<file path="src/rtl/uart_rx_buffered.sv">
// uart_rx_buffered: 8N1 UART receiver with 3-sample majority vote,
// start-glitch rejection, framing-error pulse and a FWFT byte FIFO.
module uart_rx_buffered #(
    parameter int WAIT  = 234,
    parameter int DEPTH = 16
) (
    input  logic                     clk,
    input  logic                     reset,
    input  logic                     uart_rx,
    output logic [7:0]               rx_data,
    output logic                     rx_valid,
    input  logic                     rx_ready,
    output logic                     frame_err,
    output logic                     overrun,
    output logic [$clog2(DEPTH):0]   count
);

    localparam int CW = $clog2(WAIT);
    localparam int AW = $clog2(DEPTH);

    localparam logic [CW-1:0] C_LO  = CW'(WAIT / 2 - 1);
    localparam logic [CW-1:0] C_MID = CW'(WAIT / 2);
    localparam logic [CW-1:0] C_DEC = CW'(WAIT / 2 + 1);
    localparam logic [CW-1:0] C_END = CW'(WAIT - 1);
    localparam logic [AW:0]   C_FULL = (AW + 1)'(DEPTH);

    typedef enum logic [2:0] {
        S_WAIT_HIGH,
        S_IDLE,
        S_START,
        S_DATA,
        S_STOP
    } state_t;

    state_t          r_state;
    state_t          w_state_nxt;
    logic [CW-1:0]   r_cnt;
    logic [2:0]      r_bit;
    logic            r_s0;
    logic            r_s1;
    logic [7:0]      r_shift;
    logic            r_ferr;
    logic            r_ovr;
    logic [AW:0]     r_wr_ptr;
    logic [AW:0]     r_rd_ptr;
    logic [7:0]      r_mem [DEPTH];

    logic            w_maj;
    logic            w_decide;
    logic            w_bit_end;
    logic            w_cnt_clr;
    logic            w_shift;
    logic            w_good;
    logic            w_bad;
    logic            w_pop;
    logic            w_full;
    logic            w_push;
    logic [AW:0]     w_count;

    assign w_maj     = (r_s0 & r_s1) | (r_s0 & uart_rx) | (r_s1 & uart_rx);
    assign w_decide  = (r_cnt == C_DEC);
    assign w_bit_end = (r_cnt == C_END);

    // State register
    always_ff @(posedge clk) begin
        if (reset) begin
            r_state <= S_WAIT_HIGH;
        end else begin
            r_state <= w_state_nxt;
        end
    end

    // Next-state logic and per-cycle frame events
    always_comb begin
        w_state_nxt = r_state;
        w_cnt_clr   = 1'b0;
        w_shift     = 1'b0;
        w_good      = 1'b0;
        w_bad       = 1'b0;
        unique case (r_state)
            S_WAIT_HIGH: begin
                if (uart_rx) begin
                    w_state_nxt = S_IDLE;
                end
            end
            S_IDLE: begin
                if (!uart_rx) begin
                    w_state_nxt = S_START;
                    w_cnt_clr   = 1'b1;
                end
            end
            S_START: begin
                if (w_decide && w_maj) begin
                    w_state_nxt = S_IDLE;
                end else if (w_bit_end) begin
                    w_state_nxt = S_DATA;
                end
            end
            S_DATA: begin
                w_shift = w_decide;
                if (w_bit_end && (r_bit == 3'd7)) begin
                    w_state_nxt = S_STOP;
                end
            end
            S_STOP: begin
                if (w_decide) begin
                    if (w_maj) begin
                        w_good      = 1'b1;
                        w_state_nxt = S_IDLE;
                    end else begin
                        w_bad       = 1'b1;
                        w_state_nxt = S_WAIT_HIGH;
                    end
                end
            end
            default: begin
                w_state_nxt = S_WAIT_HIGH;
            end
        endcase
    end

    // Bit-time counter, data bit index, vote samples and shift register
    always_ff @(posedge clk) begin
        if (reset) begin
            r_cnt   <= '0;
            r_bit   <= '0;
            r_s0    <= 1'b1;
            r_s1    <= 1'b1;
            r_shift <= '0;
        end else begin
            if (w_cnt_clr || w_bit_end) begin
                r_cnt <= '0;
            end else begin
                r_cnt <= r_cnt + CW'(1);
            end
            if (w_cnt_clr) begin
                r_bit <= '0;
            end else if ((r_state == S_DATA) && w_bit_end) begin
                r_bit <= r_bit + 3'd1;
            end
            if (r_cnt == C_LO) begin
                r_s0 <= uart_rx;
            end
            if (r_cnt == C_MID) begin
                r_s1 <= uart_rx;
            end
            if (w_shift) begin
                r_shift <= {w_maj, r_shift[7:1]};
            end
        end
    end

    assign w_count = r_wr_ptr - r_rd_ptr;
    assign w_full  = (w_count == C_FULL);
    assign w_pop   = rx_valid & rx_ready;
    assign w_push  = w_good & (~w_full | w_pop);

    // FIFO pointers and status flags
    always_ff @(posedge clk) begin
        if (reset) begin
            r_wr_ptr <= '0;
            r_rd_ptr <= '0;
            r_ferr   <= 1'b0;
            r_ovr    <= 1'b0;
        end else begin
            if (w_push) begin
                r_wr_ptr <= r_wr_ptr + (AW + 1)'(1);
            end
            if (w_pop) begin
                r_rd_ptr <= r_rd_ptr + (AW + 1)'(1);
            end
            r_ferr <= w_bad;
            if (w_good && w_full && !w_pop) begin
                r_ovr <= 1'b1;
            end
        end
    end

    // FIFO storage; contents are don't-care until written
    always_ff @(posedge clk) begin
        if (w_push) begin
            r_mem[r_wr_ptr[AW-1:0]] <= r_shift;
        end
    end

    assign count     = w_count;
    assign rx_valid  = (w_count != '0);
    assign rx_data   = rx_valid ? r_mem[r_rd_ptr[AW-1:0]] : 8'h00;
    assign frame_err = r_ferr;
    assign overrun   = r_ovr;

endmodule

</file>
<file path="config.mk">
export PLATFORM = sky130hd
export DESIGN_NAME = uart_rx_buffered
export DESIGN_NICKNAME = d
export VERILOG_FILES = /design/src/rtl/uart_rx_buffered.sv
export SDC_FILE = /design/constraint.sdc
export NUM_CORES = 1
export LEC_CHECK = 0
export ABC_CLOCK_PERIOD_IN_PS = 6200
export CAP_MARGIN = 40
export CORE_MARGIN = 3
export CORE_UTILIZATION = 45
export CTS_BUF_LIST = sky130_fd_sc_hd__clkbuf_16
export DETAILED_ROUTE_END_ITERATION = 16
export GPL_TIMING_DRIVEN = 0
export SLEW_MARGIN = 0
export SYNTH_ARGS = -nofsm -noshare
export SYNTH_HDL_FRONTEND = slang
export SYNTH_SLANG_ARGS = --single-unit
export TNS_END_PERCENT = 10
</file>
<file path="constraint.sdc">
create_clock -name clk -period 6.2 [get_ports clk]
set_input_delay 1.24 -clock clk [delete_from_list [all_inputs] [get_ports clk]]
set_output_delay 1.24 -clock clk [all_outputs]
set_load 0.03 [all_outputs]
</file>
; ---- Word-level counts from Yosys, hierarchy flattened
; Memory sizes are Yosys's and may differ from the RTL's. A register that Yosys moved wholly into a read port is not among the register bits.
; Cells that the tools add are included.
[totals]
reg_bits = 36
ramBits = 128
out_inout_bits = 16
word_cells = 75
memories = 1
[memory_table]
columns = name, words, word_bits, rd, rd_ports_with_merged_regs, wr, line_no
row1 = r_mem, 16, 8, 1, 1, 1, 46  ; logic [7:0] r_mem [DEPTH];
[op_classes]
add_sub_neg = 5
n_eq_ne = 15
mux = 20
bitwise = 11
n_reduce_logical = 13
[op_table]
columns = cell, n
row1 = "8-bit by 7-bit equality test with 1-bit output, second input constant", 3
row2 = 3-bit 2-to-1 mux, 6
row3 = 3-bit one-hot mux with 5 select lines, 1
row4 = "5-bit by 1-bit adder with 5-bit output, second input constant", 2
row5 = 1-bit 2-to-1 mux, 10
row6 = "8-bit by 1-bit adder with 8-bit output, second input constant", 1
row7 = "8-bit equality test, second input constant", 1
row8 = 4-bit 2-to-1 mux, 2
row9 = 8-bit 2-to-1 mux, 1
row10 = "2-bit inequality test, second input constant", 4
row11 = "3-bit by 2-bit equality test with 1-bit output, second input constant", 2
row12 = "3-bit equality test, second input constant", 2
row13 = 1-bit bitwise AND, 5
row14 = "5-bit equality test, second input constant", 1
row15 = 1-bit logical AND, 5
row16 = 5-bit AND reduction, 1
row17 = 5-bit nonzero test, 1
row18 = 5-bit subtractor, 1
row19 = 2-bit OR reduction, 2
row20 = "3-bit by 1-bit adder with 3-bit output, second input constant", 1
row21 = "3-bit by 1-bit equality test with 1-bit output, second input constant", 1
row22 = 3-bit logical NOT, 1
row23 = "3-bit inequality test, second input constant", 1
row24 = 1-bit inverter, 3
row25 = other kinds (4), 6

; ---- Logic depth before layout (Yosys ltp)
[logic_depth]
ltp_word = 9
mapped_depth = 9
mapped_depth_nobuf = 8

; ---- Least setup slack after synthesis
; No wires, ideal clock.
[synth_timing]
path_kind = reg2out
startpoint = reg r_wr_ptr[0]
endpoint = out rx_data[0]
arrival_ns = 2.694
required_ns = 4.960
slack_ns = 2.266
path_stages_with_launch = 10
path_buffers = 1
path_cell_list = dfxtp_1 inv_1 ha_1 fa_1 xnor2_2 a211o_1 o31ai_4 and2_0 clkbuf_1 nor2b_1
[synth_via]
elab_chain_len = 3
[synth_rtl]
columns = item, line_no
row1 = "start, declared", 44  ; logic [AW:0] r_wr_ptr;
row2 = "start signal, assigned", 167  ; r_wr_ptr <= r_wr_ptr + (AW + 1)'(1);
row3 = 5-bit subtractor, 153  ; assign w_count = r_wr_ptr - r_rd_ptr;
row4 = net count[2], 15  ; output logic [$clog2(DEPTH):0] count
row5 = 5-bit nonzero test, 187  ; assign rx_valid = (w_count != '0);
row6 = 8-bit 2-to-1 mux, 188  ; assign rx_data = rx_valid ? r_mem[r_rd_ptr[AW-1:0]] : 8'h00;
row7 = "end, declared", 10  ; output logic [7:0] rx_data,
; The timed path passes the listed nets, and every way through them passes these cells.

; ---- Final worst setup path
[layout_timing]
startpoint = reg r_wr_ptr[0]
endpoint = out rx_data[0]
[layout_via]
elab_chain_len = 3
[layout_rtl]
columns = item, line_no
row1 = 5-bit subtractor, 153
row2 = 5-bit nonzero test, 187
row3 = 8-bit 2-to-1 mux, 188
; No other way between the ends.

==> out/summary.txt <==
Post-synthesis net count = 457
Worst Path Max Fanout = 10
Largest area contributor in the synthesized netlist = edfxtp_1
CTS root buffer = clkbuf_16
Hold WC Path Type = reg2reg
CTS tree = built
Mapped Avg Cell Area = 16.19 um^2
Outcome = finished clean
Achievable Freq = 0.1929 GHz
Power Density = 378.5 nW/um^2
End point of the worst hold path = overrun$_SDFFE_PP0P_
Worst Max-Slew Pin Slew = 0.7306 ns
Worst path slowest cell = clkdlybuf4s50_1
Largest net degree at the start of global routing = 19
Routability cong. = 0.8356
Die area = 17,260 um^2
GRT overflow = 0
Yosys top cell area share = 54.34%
CTS clk-pin slew, worst paths = 0.06 ns
YS warnings = 0
Worst-Skew Late Latency = 0.43 ns
Pre-Repair DR Iteration Count = 4
Nets = 495
Critical path's largest stage delay = 0.62 ns
Number of remaining DRC errors = 0
Post-synthesis cell type count = 48
Setup CP Type = reg2out
Worst EP required = 4.96 ns
Hold Fails Final Rpt = 0
Period utilization = 83.60%
RR Startpoint = r_wr_ptr[0]$_SDFFE_PP0P_
IO Port Bufs = 18
Ys flop type = edfxtp_1
CTS H-tree depth = 4
Detailed placement HPWL = 9.085 mm
Layout Cells excl Fill = 699
Initial Util = 46.18%
CP Buf/Inv Count = 4
CP Launch Type = register
Max cap viols = 0
DRT iter0 DRCs = 327
CP cell instances = inv_1 -> ha_1 -> fa_1 -> inv_1 -> or3_4 -> o31ai_4 -> and2_0 -> clkbuf_1 -> nor2b_1 -> clkdlybuf4s50_1
Total power = 3.073 mW
Die H = 131.4 um
Post-synth EDFFs = 128
Worst Setup End Kind = output port
Yosys reg bits = 168
Area grow syn2layout = 14.79%
Share of cells above drive strength 1 = 18.44%
Global-route wire length before repair = 21.60 mm
Initial antenna violation count = 0
Worst hold path depth = 2
RSZ-0062 raised after global routing = no
Most frequent cells in the layout = 128 x edfxtp_1, 40 x mux4_2, 40 x dfxtp_1, 38 x nor2_1, 20 x and3_1
TritonCTS Sinks = 168
I/O pin cnt = 20
R2R setup slack = 2.85 ns
Core Rows = 45
Die X = 131.4 um
Critical Path AT = 3.94 ns
Worst hold start = overrun$_SDFFE_PP0P_
Antenna Cells = 0
Period minus WS final = 5.183 ns
Largest cells by area after synthesis = edfxtp_1 54%, mux4_2 13%, dfxtp_1 11%
Inst Count DP = 667
Vias in the first global route = 3,783
Clock buffer depth = 2
CTS Buf Count = 17
Leading cell type in the layout, fill and taps excluded = edfxtp_1
Asr flop ratio synth = 0%
DR WL/cell = 19.77 um
Post-CTS sizing = 0
WL final = 13.82 mm
Total negative slack = 0 ns
Syn Inst Count = 437
Most frequent CP cell = inv_1
Largest delay share family, worst path = buffers and inverters
Post-synthesis sequential area ratio = 65.66%
Max Slew Vio Count = 0
Post-synth design cell area = 7073 um^2
FF-to-FF path depth = 9
Worst vdd ir = 0.3023 mV
Core ar. = 15,310 um^2
Post-detailed-route count of antenna-violating nets = 0
Final Setup Violations = 0
DR vias/cell = 5.362
Overall routing resource usage = 16.69%
Worst rel slew slack = 51.29%
# hold bufs at CTS = 0
Worst Skew = 0.01245 ns
R2R Path End = r_mem[4][4]$_DFFE_PP_
Lkg Pwr = 2.793 nW
Via count = 3,748
Postcts setup bufs = 0
==> through the flow <==
stage                     utilization [%]  hold WS, ns  setup WS, ns  cell area (um^2)
after floorplan                         -       0.4380         2.266              7073
after global placement              49.09       0.4456         1.512              7517
after detailed placement            49.16       0.4414         1.458              7528
after CTS                           53.01       0.4546        0.9739              8119
after global routing                53.01       0.4835        0.7466              8119
final                               53.01       0.4490         1.017              8119
==> registers in the layout (all words and copies together) (netlist names), named ones only <==
signal / cells
r_cnt: 8
r_s0: 1
r_rd_ptr: 5
r_mem: 128
r_bit: 3
frame_err: 1
r_shift: 8
overrun: 1
r_s1: 1
r_state: 3
r_wr_ptr: 5
==> cells in the mapped netlist (all sizes together) (3+ instances only) <==
cell type	n
mux4	40
inv	15
nand3	7
nand2	9
a211oi	3
o21ai	3
nor2	39
nor2b	17
nand2b	11
a21oi	11
mux2	9
buf	7
xnor2	8
mux2i	12
and3	20
dfxtp	40
ha	15
edfxtp	128
xor2	4
clkbuf	10
==> layout make-up <==
type / count / area [um^2]
clock buffer: 18 / 450.4
multi-input combinational: 237 / 2301
sequential: 168 / 4644
buffer: 17 / 71.32
tap: 211 / 264.0
fill: 1289 / 7196
timing repair buffer: 19 / 191.4
inverter: 15 / 56.30
clock inverter: 14 / 140.1
==> how the worst max path moves through the flow <==
stage	endpoint	cells after the start	slack, ns	from
finish	rx_data[0]	10	1.02	r_wr_ptr[0]$_SDFFE_PP0P_
global route	rx_data[1]	10	0.75	r_wr_ptr[0]$_SDFFE_PP0P_
CTS	rx_data[7]	10	0.97	r_wr_ptr[0]$_SDFFE_PP0P_
detailed placement	rx_data[7]	10	1.46	r_wr_ptr[0]$_SDFFE_PP0P_
global placement	rx_data[7]	10	1.51	r_wr_ptr[0]$_SDFFE_PP0P_
floorplan	rx_data[0]	9	2.27	r_wr_ptr[0]$_SDFFE_PP0P_
==> kinds of logic (layout without fill, tap and decap cells) <==
group,Yosys count,after routing,synth area share (%)
compound gates,30,30,3.096
xor+xnor,12,12,1.592
fa+ha+maj,17,17,3.078
buf+inv,32,83,1.804
flops,168,168,65.66
mux,61,61,15.87
simple gates,117,117,8.898
==> worst register-to-register path, delay by kind of cell, from the launching register on <==
family	cells	cell delay, ns
AO/OA/AOI/OAI	3	0.68
buffers and inverters	2	0.40
flip-flops	1	0.39
adder cells (fa/ha/maj)	2	0.68
AND/OR/NAND/NOR	1	0.55
XOR/XNOR	1	0.29
==> metal layers <==
layer  share of wire [%]  routed length, um  track usage (%)  vias up
met4                 1.1                150            6.068        0
met5                   0                  0                0        -
li1                    -                  -                -     1754
met1                  46               6313            22.61     1919
met2                  50               6864            26.90       61
met3                 3.5                489            3.522       14
==> report_power, final <==
part           leakage (nW)  switching (mW)  total [mW]  internal, mW
combinational         0.941           0.429       0.788         0.359
sequential             1.55          0.0210        1.24          1.22
clock                 0.304           0.404        1.05         0.645
Power figures use the tool's default switching activity.
